**src/rtl/fetch_queue.sv**
```systemverilog
// Instruction prefetch queue: issues sequential fetches, buffers {pc, instr}, feeds decode in order.
// Define FETCH_QUEUE_BYPASS_EN to forward a response to decode in the same cycle when the queue is empty.

module fetch_queue #(
  parameter int          DEPTH    = 4,
  parameter logic [63:0] RESET_PC = 64'h0
) (
  input  logic                   clk,
  input  logic                   rst,
  output logic                   imem_req_valid,
  output logic [63:0]            imem_req_addr,
  input  logic                   imem_req_ready,
  input  logic                   imem_rsp_valid,
  input  logic [31:0]            imem_rsp_data,
  input  logic                   redirect_valid,
  input  logic [63:0]            redirect_pc,
  output logic                   id_valid,
  output logic [31:0]            id_instr,
  output logic [63:0]            id_pc,
  input  logic                   id_ready,
  output logic [$clog2(DEPTH):0] occupancy
);

  localparam int AW = $clog2(DEPTH);
  localparam int CW = AW + 1;
  localparam logic [CW:0] CREDITS = (CW+1)'(DEPTH);

  typedef struct packed {
    logic [63:0] pc;
    logic [31:0] instr;
  } entry_t;

  entry_t        q_mem   [DEPTH];
  logic [63:0]   pc_fifo [DEPTH];
  logic [AW-1:0] rd_ptr, wr_ptr, pf_rd, pf_wr;
  logic [CW-1:0] count, outstanding, drop, outstanding_dec;
  logic [CW:0]   inflight;
  logic [63:0]   fetch_pc, rsp_pc;
  entry_t        head;
  logic          q_empty, drop_zero, rsp_keep, req_fire, enq, deq;
  logic          unused_pc_bits;

  assign unused_pc_bits = ^redirect_pc[1:0];

  // Credit rule: queued + in-flight never exceeds DEPTH, so enqueue never finds the queue full.
  assign inflight       = {1'b0, count} + {1'b0, outstanding};
  assign imem_req_valid = rst & ~redirect_valid & (inflight < CREDITS);
  assign imem_req_addr  = fetch_pc;
  assign req_fire       = imem_req_valid & imem_req_ready;

  assign q_empty   = (count == '0);
  assign drop_zero = (drop == '0);
  assign rsp_keep  = imem_rsp_valid & drop_zero & ~redirect_valid;
  assign rsp_pc    = pc_fifo[pf_rd];
  assign head      = q_mem[rd_ptr];
  assign deq       = ~q_empty & ~redirect_valid & id_ready;
  assign occupancy = count;
  assign outstanding_dec = outstanding - CW'(imem_rsp_valid);

`ifdef FETCH_QUEUE_BYPASS_EN
  logic byp;
  assign byp      = rsp_keep & q_empty;
  assign id_valid = (~q_empty | byp) & ~redirect_valid;
  assign id_instr = ~q_empty ? head.instr : (byp ? imem_rsp_data : 32'h0);
  assign id_pc    = ~q_empty ? head.pc    : (byp ? rsp_pc        : 64'h0);
  assign enq      = rsp_keep & ~(byp & id_ready);
`else
  assign id_valid = ~q_empty & ~redirect_valid;
  assign id_instr = q_empty ? 32'h0 : head.instr;
  assign id_pc    = q_empty ? 64'h0 : head.pc;
  assign enq      = rsp_keep;
`endif

  always_ff @(posedge clk) begin
    if (!rst) begin
      fetch_pc    <= RESET_PC;
      count       <= '0;
      outstanding <= '0;
      drop        <= '0;
      rd_ptr      <= '0;
      wr_ptr      <= '0;
      pf_rd       <= '0;
      pf_wr       <= '0;
    end else if (redirect_valid) begin
      // Everything still in flight after this cycle belongs to the old stream.
      fetch_pc    <= {redirect_pc[63:2], 2'b00};
      count       <= '0;
      rd_ptr      <= '0;
      wr_ptr      <= '0;
      pf_rd       <= pf_wr;
      outstanding <= outstanding_dec;
      drop        <= outstanding_dec;
    end else begin
      if (req_fire) begin
        fetch_pc <= fetch_pc + 64'd4;
        pf_wr    <= pf_wr + 1'b1;
      end
      outstanding <= outstanding_dec + CW'(req_fire);
      if (imem_rsp_valid) begin
        if (!drop_zero) drop  <= drop - 1'b1;
        else            pf_rd <= pf_rd + 1'b1;
      end
      if (enq) wr_ptr <= wr_ptr + 1'b1;
      if (deq) rd_ptr <= rd_ptr + 1'b1;
      count <= count + CW'(enq) - CW'(deq);
    end
  end

  always_ff @(posedge clk) begin
    if (req_fire) pc_fifo[pf_wr] <= fetch_pc;
    if (enq)      q_mem[wr_ptr]  <= {rsp_pc, imem_rsp_data};
  end

  credit_bound: assert property (@(posedge clk) disable iff (!rst) inflight <= CREDITS);

endmodule

```
**config.mk**
```make
export PLATFORM = sky130hd
export DESIGN_NAME = fetch_queue
export DESIGN_NICKNAME = d
export VERILOG_FILES = /design/src/rtl/fetch_queue.sv
export SDC_FILE = /design/constraint.sdc
export NUM_CORES = 1
export LEC_CHECK = 0
export ABC_AREA = 0
export CORE_MARGIN = 2
export CORE_UTILIZATION = 39
export CTS_BUF_LIST = sky130_fd_sc_hd__clkbuf_4
export DETAILED_ROUTE_END_ITERATION = 8
export PLACE_DENSITY_LB_ADDON = 0.05
export SLEW_MARGIN = 15
export SYNTH_ARGS = -nofsm -noshare
export SYNTH_HDL_FRONTEND = slang
export SYNTH_SLANG_ARGS = --single-unit
```
**constraint.sdc**
```tcl
create_clock -name clk -period 4 [get_ports clk]
set_input_delay 0.4 -clock clk [delete_from_list [all_inputs] [get_ports clk]]
set_output_delay 0.4 -clock clk [all_outputs]
set_load 0.02 [all_outputs]
```
==> metrics.txt, run 1 <==
port bufs 260; worst path arrival time 3.38 ns; Max Fclk 0.265 GHz; final hold violations 0; r2r endpoint imem_req_addr[63]; Clock transition at path regs about 0.07 ns; area of the die 0.0742 mm^2; Worst Hold Class input pin to register; DRT Wirelength 74.7 mm; outcome finished clean; RePlAce Congestion 0.822; total power draw roughly 16 mW; Setup crit start kind register; Core ar. slightly above 0.07 mm^2; drt pass-1 iters 7; IO Pins 267; final setup fails 0; Max-slew headroom between 40% and 50%; dpl cells 2736; Finished Layout Cells 3130; Syn Std Cell Area between 0.02 and 0.03 mm^2; Reg-to-Reg Start imem_req_addr[6]; leakage 11.3 nW; Max-Cap Viols 0; Max FO, Critical Path 22; Req. time, crit path 3.60 ns; Register Area ~0.02 mm^2; All-Layer GR Usage 20.3%; Design Area, Final 0.0352 mm^2; Synth Register Bits 707; Via density 5.28; Ys Warns 0; Synth area leader edfxtp_1; total CTS buffers 189; Die Y 272 um; DR WL/cell 23.9 um; Layout Skew 0.0618 ns; FF-to-FF setup slack 1.19 ns; Clock Path Buffers 3; worst hold slack about 0.082 ns; share of layout cells above drive strength 1 between 20% and 30%; via count 16530; largest net degree at the start of global routing between 90 and 100; Mean Syn Cell Area 18.0 um^2; # H-tree levels 4; global-route wire length before repair around 110 mm; crit end category primary output; worst vdd ir 0.000209 V; min Tclk post-route ~3.8 ns; Synth area leaders edfxtp_1, mux4_2, dfxtp_1; Area growth, synth to finish 25.3%; Initial Utilization 39.4%; Pwr Density about 460 mW/mm^2; initial antenna violation count 2; critical hold path startpoint redirect_pc[42]; Setup Fix Bufs, Post-CTS 0; area of the multi-input gates 0.00728 mm^2; post-synthesis sequential area ratio 72.6%; vias in the first global route 17184; TritonCTS clock tree yes; Syn Inst Count 1558; Root Driver clkbuf_4; top_reg_cell synth edfxtp_1; Worst-Skew Late Latency 1.02 ns; Yosys cell types approximately 70; clk sink count 707; Post-synth EDFFs 624; iteration-0 DRC count of the detailed router 1190; nets 2152; r2r worst-path depth 5; CP endpoint id_pc[36]; Fillers 6201; Post-DRT Antenna Nets 0; worst setup path class register to primary output; Async SR Flop Fraction 0%; Placement Cell Area 0.0321 mm^2; Chip Width 272 um; grt total ovfl 0; # DRC 0; Worst Max-Slew Pin Slew a little under 0.9 ns; max-slew violation count 0; DP HPWL around 45 mm; Tcrit/Tclk final a little over nine tenths; top cell type's share of synthesized area 66.7%; Std-Cell Rows roughly 100
## synth_stat cells (19+ instances only)
cell and n:
edfxtp_1 624, mux4_2 156, nor2b_1 97, dfxtp_1 83, nand2_1 79, clkbuf_1 49
nand4_1 43, nor2_1 42, nand3_1 40, o21ai_0 24, a21oi_1 23, inv_1 21
a31oi_1 19, buf_2 19, ha_1 19
## per-layer routing
metal | vias to the layer above | routed length [um] | global-route usage, %
li1 | 7368 | - | -
met1 | 8475 | 32200 | 26.9
met2 | 571 | 36700 | 33.2
met3 | 116 | 4440 | 5.20
met4 | 0 | 1330 | 6.20
met5 | - | 0 | 0
## cell type report
cell class	count	share of cell area, %
Sequential cell	707	58.0
Multi-Input combinational cell	745	20.7
Timing Repair Buffer	363	10.5
Clock buffer	291	6.21
Tap cell	950	3.38
Clock inverter	44	0.917
Inverter	24	0.256
Antenna cell	6	0.0427
## registers in the layout (all words and copies together), names as in the netlist, named ones only
register,flops
imem_req_addr,62
pf_wr,2
q_mem,376
wr_ptr,2
rd_ptr,2
pf_rd,2
drop,3
outstanding,3
occupancy,3
pc_fifo,248
## timing repair
item / in CTS / in global routing
resized for setup: 0 / 1
hold buffers: 53 / 0
setup endpoints to repair: 0 / 1
hold endpoints to repair: 154 / 0
## logic make-up (layout without fill, tap and decap cells)
family          Yosys count  count (layout)  synth area share [%]
compound gates          136             136                  3.33
xor+xnor                 23              23                 0.717
fa+ha+maj                20              20                 0.917
buf+inv                 109             722                  1.61
flops                   707             707                  72.6
mux                     163             163                  12.8
other cells               1              10                0.0133
simple gates            399             399                  8.05
## report_power, final
| group | switching (mW) | internal (mW) |
|---|---|---|
| clock network | 2.98 | 3.57 |
| logic | 0.629 | 0.541 |
| registers | 0.162 | 8.24 |
| total | 3.77 | 12.3 |
## layout by cell type, fill, tap and decap left out, types with 8 or more instances in the layout
cell / count
buf_4: 33
dfxtp_1: 79
clkinv_1: 26
or3_1: 10
nand3_1: 40
mux4_2: 156
dlygate4sd3_1: 53
clkdlybuf4s50_1: 259
and3_1: 8
o311ai_0: 15
nand4_1: 43
buf_12: 16
edfxtp_1: 624
or4_1: 17
o211ai_1: 13
nor2_1: 42
xor2_1: 8
a31oi_1: 19
xnor2_1: 15
clkbuf_4: 291
ha_1: 19
nor3_1: 14
o21ai_0: 24
a21oi_1: 23
inv_1: 21
nand2_1: 79
nor2b_1: 97
## critical path, stage by stage, from the launching register on
cell and delay (ns):
dfxtp_4 0.55, buf_4 0.49, mux4_2 0.56, nor2b_1 0.15
clkdlybuf4s50_1 0.57
## stage by stage
| step | TNS (ns) | setup WS [ns] | util, % |
|---|---|---|---|
| 6_report | 0 | 0.222 | 49.3 |
| 5_1_grt | -0.0477 | -0.0191 | 49.3 |
| 3_5_place_dp | 0 | 0.918 | 45.0 |
| 2_1_floorplan | 0 | 0.319 | - |
| 3_3_place_gp | 0 | 0.904 | 45.0 |
| 4_1_cts | 0 | 0.0119 | 49.3 |
## worst min path at each step
stage	end	slack, ns	depth (start not counted)
floorplan	pf_wr[1]	0.47	2
global placement	pf_wr[1]	0.48	2
detailed placement	pf_wr[1]	0.49	2
CTS	imem_req_addr[58]	0.0007	3
global route	imem_req_addr[48]	0.03	2
finish	imem_req_addr[42]	0.08	3
Note: power is estimated with default switching activity, not from simulation.
==> run 2: changes to the inputs <==
- ABC_AREA: 0 -> default
- CTS_CLUSTER_SIZE: default -> 24
==> results of run 2 <==
No change in the layout: final DEF, timing and power equal those of run 1.
==> run 3: changes to the inputs <==
- ABC_AREA: default -> 1
- SLEW_MARGIN: 15 -> 0
- clock period: 4 -> 4.1 ns (I/O delays scaled with it)
==> run 3 against run 2 <==
Critical path depth up 2. Core utilization shrank 0.45 points. Worst hold slack gained 0.089 ns. Critical endpoint is now id_pc[18].
==> metrics.txt, run 3 <==
Worst Hold Class input pin to register; met1 WL 36.4 mm (+13%); All-Layer GR Usage 21.7% (+1.3 points); Pwr Density 439 mW/mm^2 (-4.1%); Max-slew headroom 34.6% (-5.8 points); Max Fclk 0.263 GHz; total power draw 16.0 mW (-1.0%); Core ar. 0.0743 mm^2 (+4.1%); IO Pins 267 (unchanged); pre-CTS setup slack 0.928 ns (+0.00965 ns); FF-to-FF setup slack 1.34 ns (+0.15 ns); Reg-to-Reg Start occupancy[2]; RePlAce Congestion 0.869 (+5.7%); Post-DRT Antenna Nets 0 (unchanged); max-slew violation count 0 (unchanged); Clock Path Buffers 3 (unchanged); port bufs 260 (unchanged); top-count cell post-synth nor2_1; Max FO, Critical Path 60 (+170%); DR WL/cell 19.8 um (-17%); Fillers 6837 (+10%); Async SR Flop Fraction 0% (unchanged); CP endpoint id_pc[18]; area of the multi-input gates 0.00774 mm^2 (+6.3%); total CTS buffers 186 (-1.6%); Ys Warns 0 (unchanged); min Tclk post-route 3.81 ns; Req. time, crit path 3.69 ns (+0.09 ns); Synth area leaders edfxtp_1, nor2_1, o21ai_0; Area growth, synth to finish 24.4%; Root Driver clkbuf_4; most frequent cells after synthesis nor2_1, edfxtp_1, o21ai_0; Register Area 0.0204 mm^2 (about the same); TritonCTS clock tree yes; vias in the first global route 21164 (+23%); met3 routed WL 4.68 mm (+5.4%); worst setup path class register to primary output; post-synthesis sequential area ratio 69.9% (-2.7 points); Max-Cap Viols 0 (unchanged); outcome finished clean; Yosys cell types 35 (-49%); worst path arrival time 3.40 ns (+0.02 ns); final setup fails 0 (unchanged); worst hold slack 0.171 ns (+0.0892 ns); DR top layer met4; top cell type's share of synthesized area 64.2% (-2.5 points); Worst Max-Slew Pin Slew 0.974 ns (+0.0859 ns); Setup WS post-layout 0.294 ns (+0.0718 ns); Tcrit/Tclk final 92.8%; top_reg_cell synth edfxtp_1; final hold violations 0 (unchanged); # DRC 0 (unchanged); Post-synth EDFFs 624 (unchanged); DRT Wirelength 83.6 mm (+12%); initial antenna violation count 2 (unchanged); Setup crit start kind register; most common cell after layout, fill and taps aside nor2_1; via count 21289 (+29%); drt pass-1 iters 5 (-2); met2 routed WL 40.6 mm (+11%); Hold Path Depth 5 (+2); most frequent cells in the layout nor2_1, edfxtp_1, o21ai_0; Mean Syn Cell Area 10.9 um^2 (-40%); Chip Width 278 um (+1.9%); Syn Inst Count 2680 (+72%); share of layout cells above drive strength 1 11.6% (-14 points); unrepaired setup endpoints after global routing no; Std-Cell Rows 100 (+2.0%); Synth area leader edfxtp_1; max reg flops 376 (unchanged); largest net degree at the start of global routing 83 (-14%); most flop-heavy register q_mem; Clock transition at path regs 0.07 ns (about the same); Die Y 278 um (+1.9%); clk sink count 707 (unchanged); leakage 12.5 nW (+11%); Initial Utilization 39.3% (-0.099 points); grt total ovfl 0 (unchanged); DP HPWL 51.5 mm (+14%); # H-tree levels 4 (unchanged); global-route wire length before repair 126 mm (+15%); Syn Std Cell Area 0.0292 mm^2 (+3.9%); iteration-0 DRC count of the detailed router 1365 (+15%); crit end category primary output; r2r endpoint imem_req_addr[30]; r2r worst-path depth 10 (+5); area of the die 0.0771 mm^2 (+3.8%); Worst-Skew Late Latency 1.01 ns (about the same); nets 3227 (+50%); Via density 5.05 (-4.4%); worst vdd ir 0.000255 V (+22%); Synth Register Bits 707 (unchanged); Layout Skew 0.0768 ns (+0.0150 ns)
## run 3: worst min-delay path by stage
stage,startpoint,to,slack [ns]
floorplan,rd_ptr[1],register,0.44
global placement,rd_ptr[0],rd_ptr[0],0.45
detailed placement,rd_ptr[1],register,0.48
CTS,redirect_pc[44],imem_req_addr[44],0.006
global route,redirect_pc[62],imem_req_addr[62],0.11
finish,redirect_pc[44],imem_req_addr[44],0.17
## run 3: cell families after synthesis
group | count (synthesis) | share of synthesized area, %
buffers and inverters | 289 | 3.88
AO/OA/AOI/OAI | 626 | 11.1
other | 1 | 0.0128
AND/OR/NAND/NOR | 1013 | 13.5
flip-flops | 707 | 69.9
adder cells (fa/ha/maj) | 20 | 0.883
XOR/XNOR | 24 | 0.720
## run 3: metrics by stage
step / cell area, um^2 / utilization, % / std cells / TNS [ns]
CTS: 36300 / 48.9 / 4215 / 0
global placement: 33100 / 44.6 / 3816 / 0
detailed placement: 33100 / 44.6 / 3816 / 0
floorplan: 29200 / - / 2683 / -523.23
finish: 36300 / 48.9 / 4216 / 0
global route: 36300 / 48.9 / 4216 / 0
## run 3: report_power, final
group          total (mW)  switching [mW]  internal (mW)
Combinational        1.31           0.821          0.492
Sequential           8.29           0.189           8.10
Clock                6.35            2.80           3.56
Total                16.0            3.81           12.1
## run 3: what timing repair did
action / CTS / global route
endpoints found under the hold margin: 181 / 0
setup endpoints to repair: 12 / 0
gates resized for setup: 1 / 0
buffers inserted: 0 / 0
hold buffers: 70 / 0
## run 3: worst max-delay path, cell delays in order (launching register included)
cell and delay (ns):
dfxtp_4 0.34, clkinv_2 0.44, buf_12 0.44, nor2_1 0.13, o21ai_0 0.08, a21oi_1 0.28
clkdlybuf4s50_1 0.69
## run 3: layout make-up
cell class                 instances  area share (%)
antenna                            1         0.00689
clock buffer                     289            5.97
clock inverter                    40           0.899
inverter                         146            1.52
multi-input combinational       1687            21.3
sequential                       707            56.2
tap                              969            3.34
timing repair buffer             377            10.8
## run 3: layer usage
metal,global-route usage [%],up-vias
met3,4.52,129
met1,27.9,10225
met2,36.3,652
met5,0,-
met4,7.72,0
li1,-,10283
